[src/rtl/history_pkg.sv]
// Shared types and defaults for the history-FSM event window counter.
package history_pkg;

    typedef enum logic {
        IDLE  = 1'b0,
        ACCUM = 1'b1
    } state_e;

    localparam int HIST_WINDOW = 16;
    localparam int HIST_CNT_W  = $clog2(HIST_WINDOW + 1);

    typedef struct packed {
        logic [HIST_CNT_W-1:0] x_count;
        logic [HIST_CNT_W-1:0] y_count;
    } hist_result_t;

endpackage

[src/rtl/history_win_outbuf.sv]
// Valid/ready result buffer: 1-entry register, or 2-entry in-order FIFO when
// HISTORY_WIN_SKID_EN is defined. Flags a push that finds the buffer full.
module history_win_outbuf #(
    parameter int DW = 10
) (
    input  logic          clk,
    input  logic          rst_n,
    input  logic          push_i,
    input  logic [DW-1:0] push_data_i,
    input  logic          ready_i,
    output logic          valid_o,
    output logic [DW-1:0] data_o,
    output logic          drop_o
);

`ifdef HISTORY_WIN_SKID_EN
    logic [DW-1:0] head_q, head_d, tail_q, tail_d;
    logic          vld0_q, vld0_d, vld1_q, vld1_d;
    logic          pop;

    assign pop     = vld0_q & ready_i;
    assign valid_o = vld0_q;
    assign data_o  = head_q;

    always_comb begin
        head_d = head_q;
        tail_d = tail_q;
        vld0_d = vld0_q;
        vld1_d = vld1_q;
        drop_o = 1'b0;
        if (pop && push_i) begin
            // head leaves; newcomer goes behind whatever remains
            if (vld1_q) begin
                head_d = tail_q;
                tail_d = push_data_i;
            end else begin
                head_d = push_data_i;
            end
        end else if (pop) begin
            head_d = tail_q;
            vld0_d = vld1_q;
            vld1_d = 1'b0;
        end else if (push_i) begin
            if (!vld0_q) begin
                head_d = push_data_i;
                vld0_d = 1'b1;
            end else if (!vld1_q) begin
                tail_d = push_data_i;
                vld1_d = 1'b1;
            end else begin
                drop_o = 1'b1;
            end
        end
    end

    always_ff @(posedge clk or negedge rst_n) begin
        if (!rst_n) begin
            head_q <= '0;
            tail_q <= '0;
            vld0_q <= 1'b0;
            vld1_q <= 1'b0;
        end else begin
            head_q <= head_d;
            tail_q <= tail_d;
            vld0_q <= vld0_d;
            vld1_q <= vld1_d;
        end
    end
`else
    logic [DW-1:0] data_q, data_d;
    logic          valid_q, valid_d;
    logic          pop;

    assign pop     = valid_q & ready_i;
    assign valid_o = valid_q;
    assign data_o  = data_q;

    always_comb begin
        data_d  = data_q;
        valid_d = valid_q;
        drop_o  = 1'b0;
        if (push_i) begin
            if (!valid_q || pop) begin
                data_d  = push_data_i;
                valid_d = 1'b1;
            end else begin
                drop_o = 1'b1;
            end
        end else if (pop) begin
            valid_d = 1'b0;
        end
    end

    always_ff @(posedge clk or negedge rst_n) begin
        if (!rst_n) begin
            data_q  <= '0;
            valid_q <= 1'b0;
        end else begin
            data_q  <= data_d;
            valid_q <= valid_d;
        end
    end
`endif

endmodule

[src/rtl/history_event_window.sv]
// Counts history-FSM x/y assertions over back-to-back windows of WINDOW samples.
// Output buffer depth is 2 with HISTORY_WIN_SKID_EN defined, else 1.
module history_event_window
    import history_pkg::*;
#(
    parameter int WINDOW = HIST_WINDOW
) (
    input  logic                           clk,
    input  logic                           reset_n,
    input  logic                           enable,
    input  logic                           sample_en,
    input  logic                           x_in,
    input  logic                           y_in,
    output logic                           out_valid,
    input  logic                           out_ready,
    output logic [$clog2(WINDOW+1)-1:0]    x_count,
    output logic [$clog2(WINDOW+1)-1:0]    y_count,
    output logic                           overrun
);

    localparam int CNT_W = $clog2(WINDOW + 1);

    state_e           state_q, state_d;
    logic [CNT_W-1:0] smp_q, smp_d;
    logic [CNT_W-1:0] x_acc_q, x_acc_d;
    logic [CNT_W-1:0] y_acc_q, y_acc_d;
    logic [CNT_W-1:0] x_nxt, y_nxt;
    logic             overrun_q;
    logic             push;
    logic             buf_drop;
    logic [2*CNT_W-1:0] buf_data;

    assign x_nxt = x_acc_q + CNT_W'(x_in);
    assign y_nxt = y_acc_q + CNT_W'(y_in);

    always_comb begin
        state_d = state_q;
        smp_d   = smp_q;
        x_acc_d = x_acc_q;
        y_acc_d = y_acc_q;
        push    = 1'b0;
        case (state_q)
            IDLE: begin
                if (enable) state_d = ACCUM;
            end
            ACCUM: begin
                if (!enable) begin
                    // partial window is abandoned, never reported
                    state_d = IDLE;
                    smp_d   = '0;
                    x_acc_d = '0;
                    y_acc_d = '0;
                end else if (sample_en) begin
                    if (smp_q == CNT_W'(WINDOW - 1)) begin
                        push    = 1'b1;
                        smp_d   = '0;
                        x_acc_d = '0;
                        y_acc_d = '0;
                    end else begin
                        smp_d   = smp_q + 1'b1;
                        x_acc_d = x_nxt;
                        y_acc_d = y_nxt;
                    end
                end
            end
            default: state_d = IDLE;
        endcase
    end

    always_ff @(posedge clk or negedge reset_n) begin
        if (!reset_n) begin
            state_q   <= IDLE;
            smp_q     <= '0;
            x_acc_q   <= '0;
            y_acc_q   <= '0;
            overrun_q <= 1'b0;
        end else begin
            state_q   <= state_d;
            smp_q     <= smp_d;
            x_acc_q   <= x_acc_d;
            y_acc_q   <= y_acc_d;
            overrun_q <= overrun_q | buf_drop;
        end
    end

    // completing sample is folded in on the way to the buffer
    history_win_outbuf #(
        .DW (2 * CNT_W)
    ) u_outbuf (
        .clk         (clk),
        .rst_n       (reset_n),
        .push_i      (push),
        .push_data_i ({x_nxt, y_nxt}),
        .ready_i     (out_ready),
        .valid_o     (out_valid),
        .data_o      (buf_data),
        .drop_o      (buf_drop)
    );

    assign x_count = buf_data[2*CNT_W-1:CNT_W];
    assign y_count = buf_data[CNT_W-1:0];
    assign overrun = overrun_q;

endmodule

[config.mk]
export PLATFORM = sky130hd
export DESIGN_NAME = history_event_window
export DESIGN_NICKNAME = d
export VERILOG_FILES = /design/src/rtl/history_pkg.sv /design/src/rtl/history_win_outbuf.sv /design/src/rtl/history_event_window.sv
export SDC_FILE = /design/constraint.sdc
export NUM_CORES = 1
export LEC_CHECK = 0
export CAP_MARGIN = 20
export CORE_MARGIN = 5
export CORE_UTILIZATION = 50
export CTS_BUF_LIST = sky130_fd_sc_hd__clkbuf_4
export CTS_CLUSTER_SIZE = 8
export DETAILED_ROUTE_END_ITERATION = 8
export DONT_BUFFER_PORTS = 1
export SLEW_MARGIN = 30
export SYNTH_ARGS = -nofsm -noshare
export SYNTH_HDL_FRONTEND = slang
export SYNTH_SLANG_ARGS = --single-unit
[constraint.sdc]
create_clock -name clk -period 3.52 [get_ports clk]
set_clock_uncertainty 0.2 [all_clocks]
set_input_delay 0.704 -clock clk [delete_from_list [all_inputs] [get_ports clk]]
set_output_delay 0.704 -clock clk [all_outputs]
set_load 0.005 [all_outputs]
==> summary.md <==
| Metric | Value |
|---|---|
| Clock Latency Late Sink | 0.33 ns |
| Sequential share of power | 57.6% |
| Post-synthesis register bit count | 28 |
| Actual slew at the worst max-slew pin | 0.578 ns |
| Final setup vio count | 0 |
| Final #Nets | 134 |
| Family with the most delay on the worst path | simple AND/OR/NAND/NOR gates |
| Pwr Density | 445 mW/mm^2 |
| Worst-path clk slew | 0.15 ns |
| Hold buffer count at CTS | 2 |
| Startpoint Class | flip-flop |
| Total Neg Setup Slack | 0 ns |
| Sw Ratio | 24.6% |
| Syn. warnings | 0 |
| Clock power frac | 32.2% |
| Register area share after synthesis | 51.5% |
| Critical path depth | 4 |
| Post-route minimum period | 2.09 ns |
| TritonCTS Buffers | 3 |
| First DRT Iteration DRCs | 32 |
| Combinational power share | 10.3% |
| Pin count of the biggest net entering global routing | 29 |
| Sum of buffers and inverters on the critical path | 0 |
| Slowest stage delay, CP | 0.53 ns |
| Area Growth Syn to Fin | 7.54% |
| Period utilisation layout | 59.3% |
| Worst r2r path cells | 4 |
| Syn nets | 132 |
| First-pass GRT wire length | 4.84 mm |
| Initial antenna violation count | 0 |
| I/O pin count | 19 |
| Netlist cell types | 29 |
| Starting Density | 50.7% |
| Post-detail-place hpwl | 1.84 mm |
| Vias in the first global route | 994 |
| P_leak | 0.708 nW |
| CP cell instances | ha_1 -> nand4b_4 -> nor3_4 -> mux2_2 |
| Root Buffer | clkbuf_4 |
| CTS H-Tree Depth | 1 |
| Hold Path Class | input port to flip-flop |
| RSZ-0062 raised after global routing | no |
| Worst hold stages | 0 |
| Avg Cell Area, Syn | 11.3 sq um |
| Post-CTS Setup Bufs | 0 |
| Crit end category | flip-flop |
| Via density | 6.21 |
| Max-cap viol count | 0 |
| VDD IR max | 0.253 mV |
| Rows | 19 |
| Routed WL per cell | 17.7 um |
| Drt first pass iters | 4 |
| # port buffers | 0 |
| Fin Hold WS | 0.181 ns |
| CP required | 3.55 ns |
| P_int | 491 uW |
| Relative slew slack | 61.4% |
| CP max FO | 10 |
| Fraction of registers with async set/reset | 100% |
| Final Non-Filler Cells | 152 |
| Final Wtd Congestion | 0.729 |
| Antenna diodes | 0 |
| Overall die height | 62.2 um |
| Prevailing post-synth register cell | dfrtp_1 |
| Antenna viol nets, final | 0 |
| CTS tree | built |
| Hold Violations, Final | 0 |
| Area of the core | 0.00269 sq mm |
| Sink Count | 28 |
| EDFF count, synth | 0 |
| Outcome | finished, final reports clean |
| Slowest CP cell | nor3_4 |
| Synth Cell Area | 0.00136 sq mm |
| # DRC | 0 |
| Placed instance count | 146 |
| Aggregate global routing overflow | 0 |
| WL final | 2.69 mm |
| Clk buf depth | 2 |
| P_sw | 160 uW |
| WS Path Type | flip-flop to flip-flop |
| Post-layout util | 54.5% |
| Syn Inst Count | 120 |
| Layout cell share with drive strength beyond 1 | 12.4% |
| F_max | 479 MHz |
| Cts repair resizes | 0 |
| Die Wd | 62.2 um |
| Layout fillers | 242 |
| WP data arrival | 2.12 ns |
| Die area | 0.00387 sq mm |
| GRT Total Usage | 15.1% |
| Final Max Slew Viols | 0 |
| Vias | 944 |
==> kinds of logic after synthesis <==
logic type,share of synthesized area (%)
simple gates,15.4
compound gates,13.3
flops,51.5
buf+inv,3.31
mux,8.00
xor+xnor,3.86
fa+ha+maj,4.60
==> Yosys cell counts, drive strengths merged (2+ instances only) <==
master / number / area share (%)
a21boi: 2 / 1.1
a22o: 6 / 3.9
clkbuf: 5 / 1.4
dfrtp: 28 / 51
ha: 5 / 4.6
inv: 7 / 1.9
mux2: 7 / 5.8
mux2i: 3 / 2.2
nand2: 2 / 0.55
nand3: 11 / 4.0
nand4: 4 / 1.8
nand4b: 3 / 3.0
nor2b: 3 / 1.4
o21ai: 13 / 4.8
o22ai: 3 / 1.4
or3: 2 / 0.92
xor2: 5 / 3.2
==> final timing paths <==
path | start | to | slack, ns
hold reg to reg | overrun | overrun | 0.34
min in group asynchronous | reset_n | u_outbuf.data_o[7] | 0.59
max in group asynchronous | reset_n | smp_q[4] | 2.37
hold / removal | enable | state_q | 0.18
setup / recovery | smp_q[1] | u_outbuf.data_o[0] | 1.43
setup reg to reg | smp_q[1] | u_outbuf.data_o[0] | 1.43
==> per-layer routing <==
metal / up-vias / part of all wire [%] / GRT usage, %
met1: 479 / 49 / 20.6
met5: - / 0 / 0
met3: 4 / 3.0 / 2.34
li1: 446 / - / -
met2: 15 / 47 / 24.5
met4: 0 / 1.0 / 4.88
==> metrics by stage <==
stage | setup slack, ns | cell area, sq um | power (mW)
4_1_cts | 1.40 | 1460 | 0.659
2_1_floorplan | 1.63 | 1360 | 0.423
6_report | 1.43 | 1460 | 0.651
3_5_place_dp | 1.43 | 1380 | 0.439
3_3_place_gp | 1.43 | 1380 | 0.435
5_1_grt | 1.30 | 1460 | 0.697
==> cell type report <==
cell class / count / area (sq um) / share of cell area [%]
flip-flops and latches: 28 / 701 / 47.9
multi-input cells: 80 / 616 / 42.1
well taps: 31 / 38.8 / 2.65
clock inverters: 1 / 30.0 / 2.05
repair buffers: 2 / 30.0 / 2.05
inverters: 7 / 26.3 / 1.79
clock buffers: 3 / 22.5 / 1.54
==> flip-flops by register name, indices dropped and copies added (netlist names) <==
name              count
y_acc_q               5
u_outbuf.valid_o      1
x_acc_q               5
state_q               1
smp_q                 5
overrun               1
u_outbuf.data_o      10
==> placed cells by master, fill, tap and decap left out, drive strengths merged, types with 2 or more instances in the layout <==
cell | synthesis | final
o21ai | 13 | 13
mux2i | 3 | 3
or3 | 2 | 2
inv | 7 | 7
xor2 | 5 | 5
dfrtp | 28 | 28
nand4 | 4 | 4
a21boi | 2 | 2
nand4b | 3 | 3
mux2 | 7 | 7
nor2b | 3 | 3
nand3 | 11 | 11
nand2 | 2 | 2
clkbuf | 5 | 3
a22o | 6 | 6
o22ai | 3 | 3
ha | 5 | 5
==> power groups by stage <==
stage / Clock [mW] / Combinational (mW) / Sequential (mW)
floorplan: 0 / 0.0521 / 0.371
global placement: 0 / 0.0559 / 0.379
detailed placement: 0 / 0.0583 / 0.381
CTS: 0.216 / 0.0687 / 0.375
global route: 0.238 / 0.0798 / 0.379
finish: 0.210 / 0.0668 / 0.375
Power figures use the tool's default switching activity.
==> RTL edit, RTL diff (same settings) <==
Change the package constant `HIST_WINDOW` from 16 to 8.
--- a/src/rtl/history_pkg.sv
+++ b/src/rtl/history_pkg.sv
@@ -8,3 +8,3 @@
 
-    localparam int HIST_WINDOW = 16;
+    localparam int HIST_WINDOW = 8;
     localparam int HIST_CNT_W  = $clog2(HIST_WINDOW + 1);
Interface: changed (resized x_count and y_count); port bits go from 19 to 17. No check against the original RTL was run, so the function may have changed too.
==> RTL edit against the original RTL <==
Count of clock-buffer cells in the layout rose by 1. Worst setup slack improved by 0.18 ns. Routed wire length decreased by 37%. Final area is 24% lower. Sequential cell count shrank 5. Synthesized area shrank 24%. Power shrank 30%. Die area fell by 20%.
==> RTL edit: results <==
layout:
  sh_seq_area_pct: 52.0
  fillers: 177
  clock_cell_area_share_pct: 2.71
  nClkBuffers: 4
  buffer_area_share_pct: 0.452
  n_all_buffers: 1
  multi_input_area_share_pct: 40.7
  largest_reg_flops: 8
  nonClockInverterCount: 3
  multi_input_cells: 53
  drive_gt1_share_pct: 20.2
  final_nets: 97
global_route:
  grt_pass1_vias: 605
  grt_max_degree: 24
  grt_first_pass_wirelength_mm: 2.95
  track_usage_pct: 12.0
timing:
  whs_ns: 0.145
  slew_headroom_pct: 48.0
  fin_crit_ns: 1.91
place:
  gp_congestion: 0.705
  hpwl_mm: 1.23
  place_ws_ns: 1.53
logic_synthesis:
  synth-compound-area-share_pct: 11.9
  synthAdderAreaFrac_pct: 6.03
  synth_seq_area_share_pct: 55.5
  ys_seq_elements: 23
  synthTopCellsByCount: "dfrtp_1, mux2_2, a22o_1"
  ys_types: 27
  synthTopCellsByArea: "dfrtp_1, mux2_2, ha_1, a22o_1, xnor2_1"
  synth_nets: 91
  synth_mux_area_share_pct: 9.77
  synth_top_area_share_pct: 55.5
  synthXorXnorAreaFrac_pct: 3.38
critical_path:
  critical_path.startpoint: "smp_q[0]"
  rrSetupSlack_ns: 1.61
  cp_max_fo: 9
  worstPathArrival_ns: 1.95
  max_stage_delay_ns: 0.50
  r2r_end: "smp_q[0]"
  crit_slowest_cell: "nor2_1"
clocking:
  numCtsBuffers: 3
  clk_pin_slew_ns: 0.12
  cts_hold_buf: 1
  cts_buffer_depth: 2
  clock_latency_ns: 0.30
detailed_routing:
  drtIter0Drc: 8
  post_drt_wl_per_cell_um: 15.2
  vias: 626
hold_path:
  hold_class: "in -> async"
pwr:
  internal_power_mw: 0.345
  p_leak_nw: 0.561
  peakVddDrop_mv: 0.213
outcome:
  status: "complete, no violations"
## RTL edit: worst max-delay path: cells and delay by family (launching register included)
kind | cells | cell delay, ns
simple gates | 2 | 0.72
flops | 1 | 0.42
mux | 1 | 0.27
fa+ha+maj | 1 | 0.25
## RTL edit: layer usage
metal	routed length [um]	vias up	track usage (%)
li1	-	304	-
met2	766	13	16.0
met4	10	0	5.21
met3	111	2	4.20
met5	0	-	0
met1	800	307	17.3
## RTL edit: power by group through the flow
| stage | Clock (mW) | Sequential (mW) | Combinational, mW |
|---|---|---|---|
| final | 0.128 | 0.287 | 0.0382 |
| after global routing | 0.142 | 0.289 | 0.0443 |
| after CTS | 0.132 | 0.287 | 0.0394 |
| after detailed placement | 0 | 0.293 | 0.0329 |
| after global placement | 0 | 0.293 | 0.0321 |
| after floorplan | 0 | 0.290 | 0.0270 |
## RTL edit: stage by stage
stage,area (sq um),instances
2_1_floorplan,1040,79
3_3_place_gp,1070,106
3_5_place_dp,1070,106
4_1_cts,1110,111
5_1_grt,1110,111
6_report,1110,111
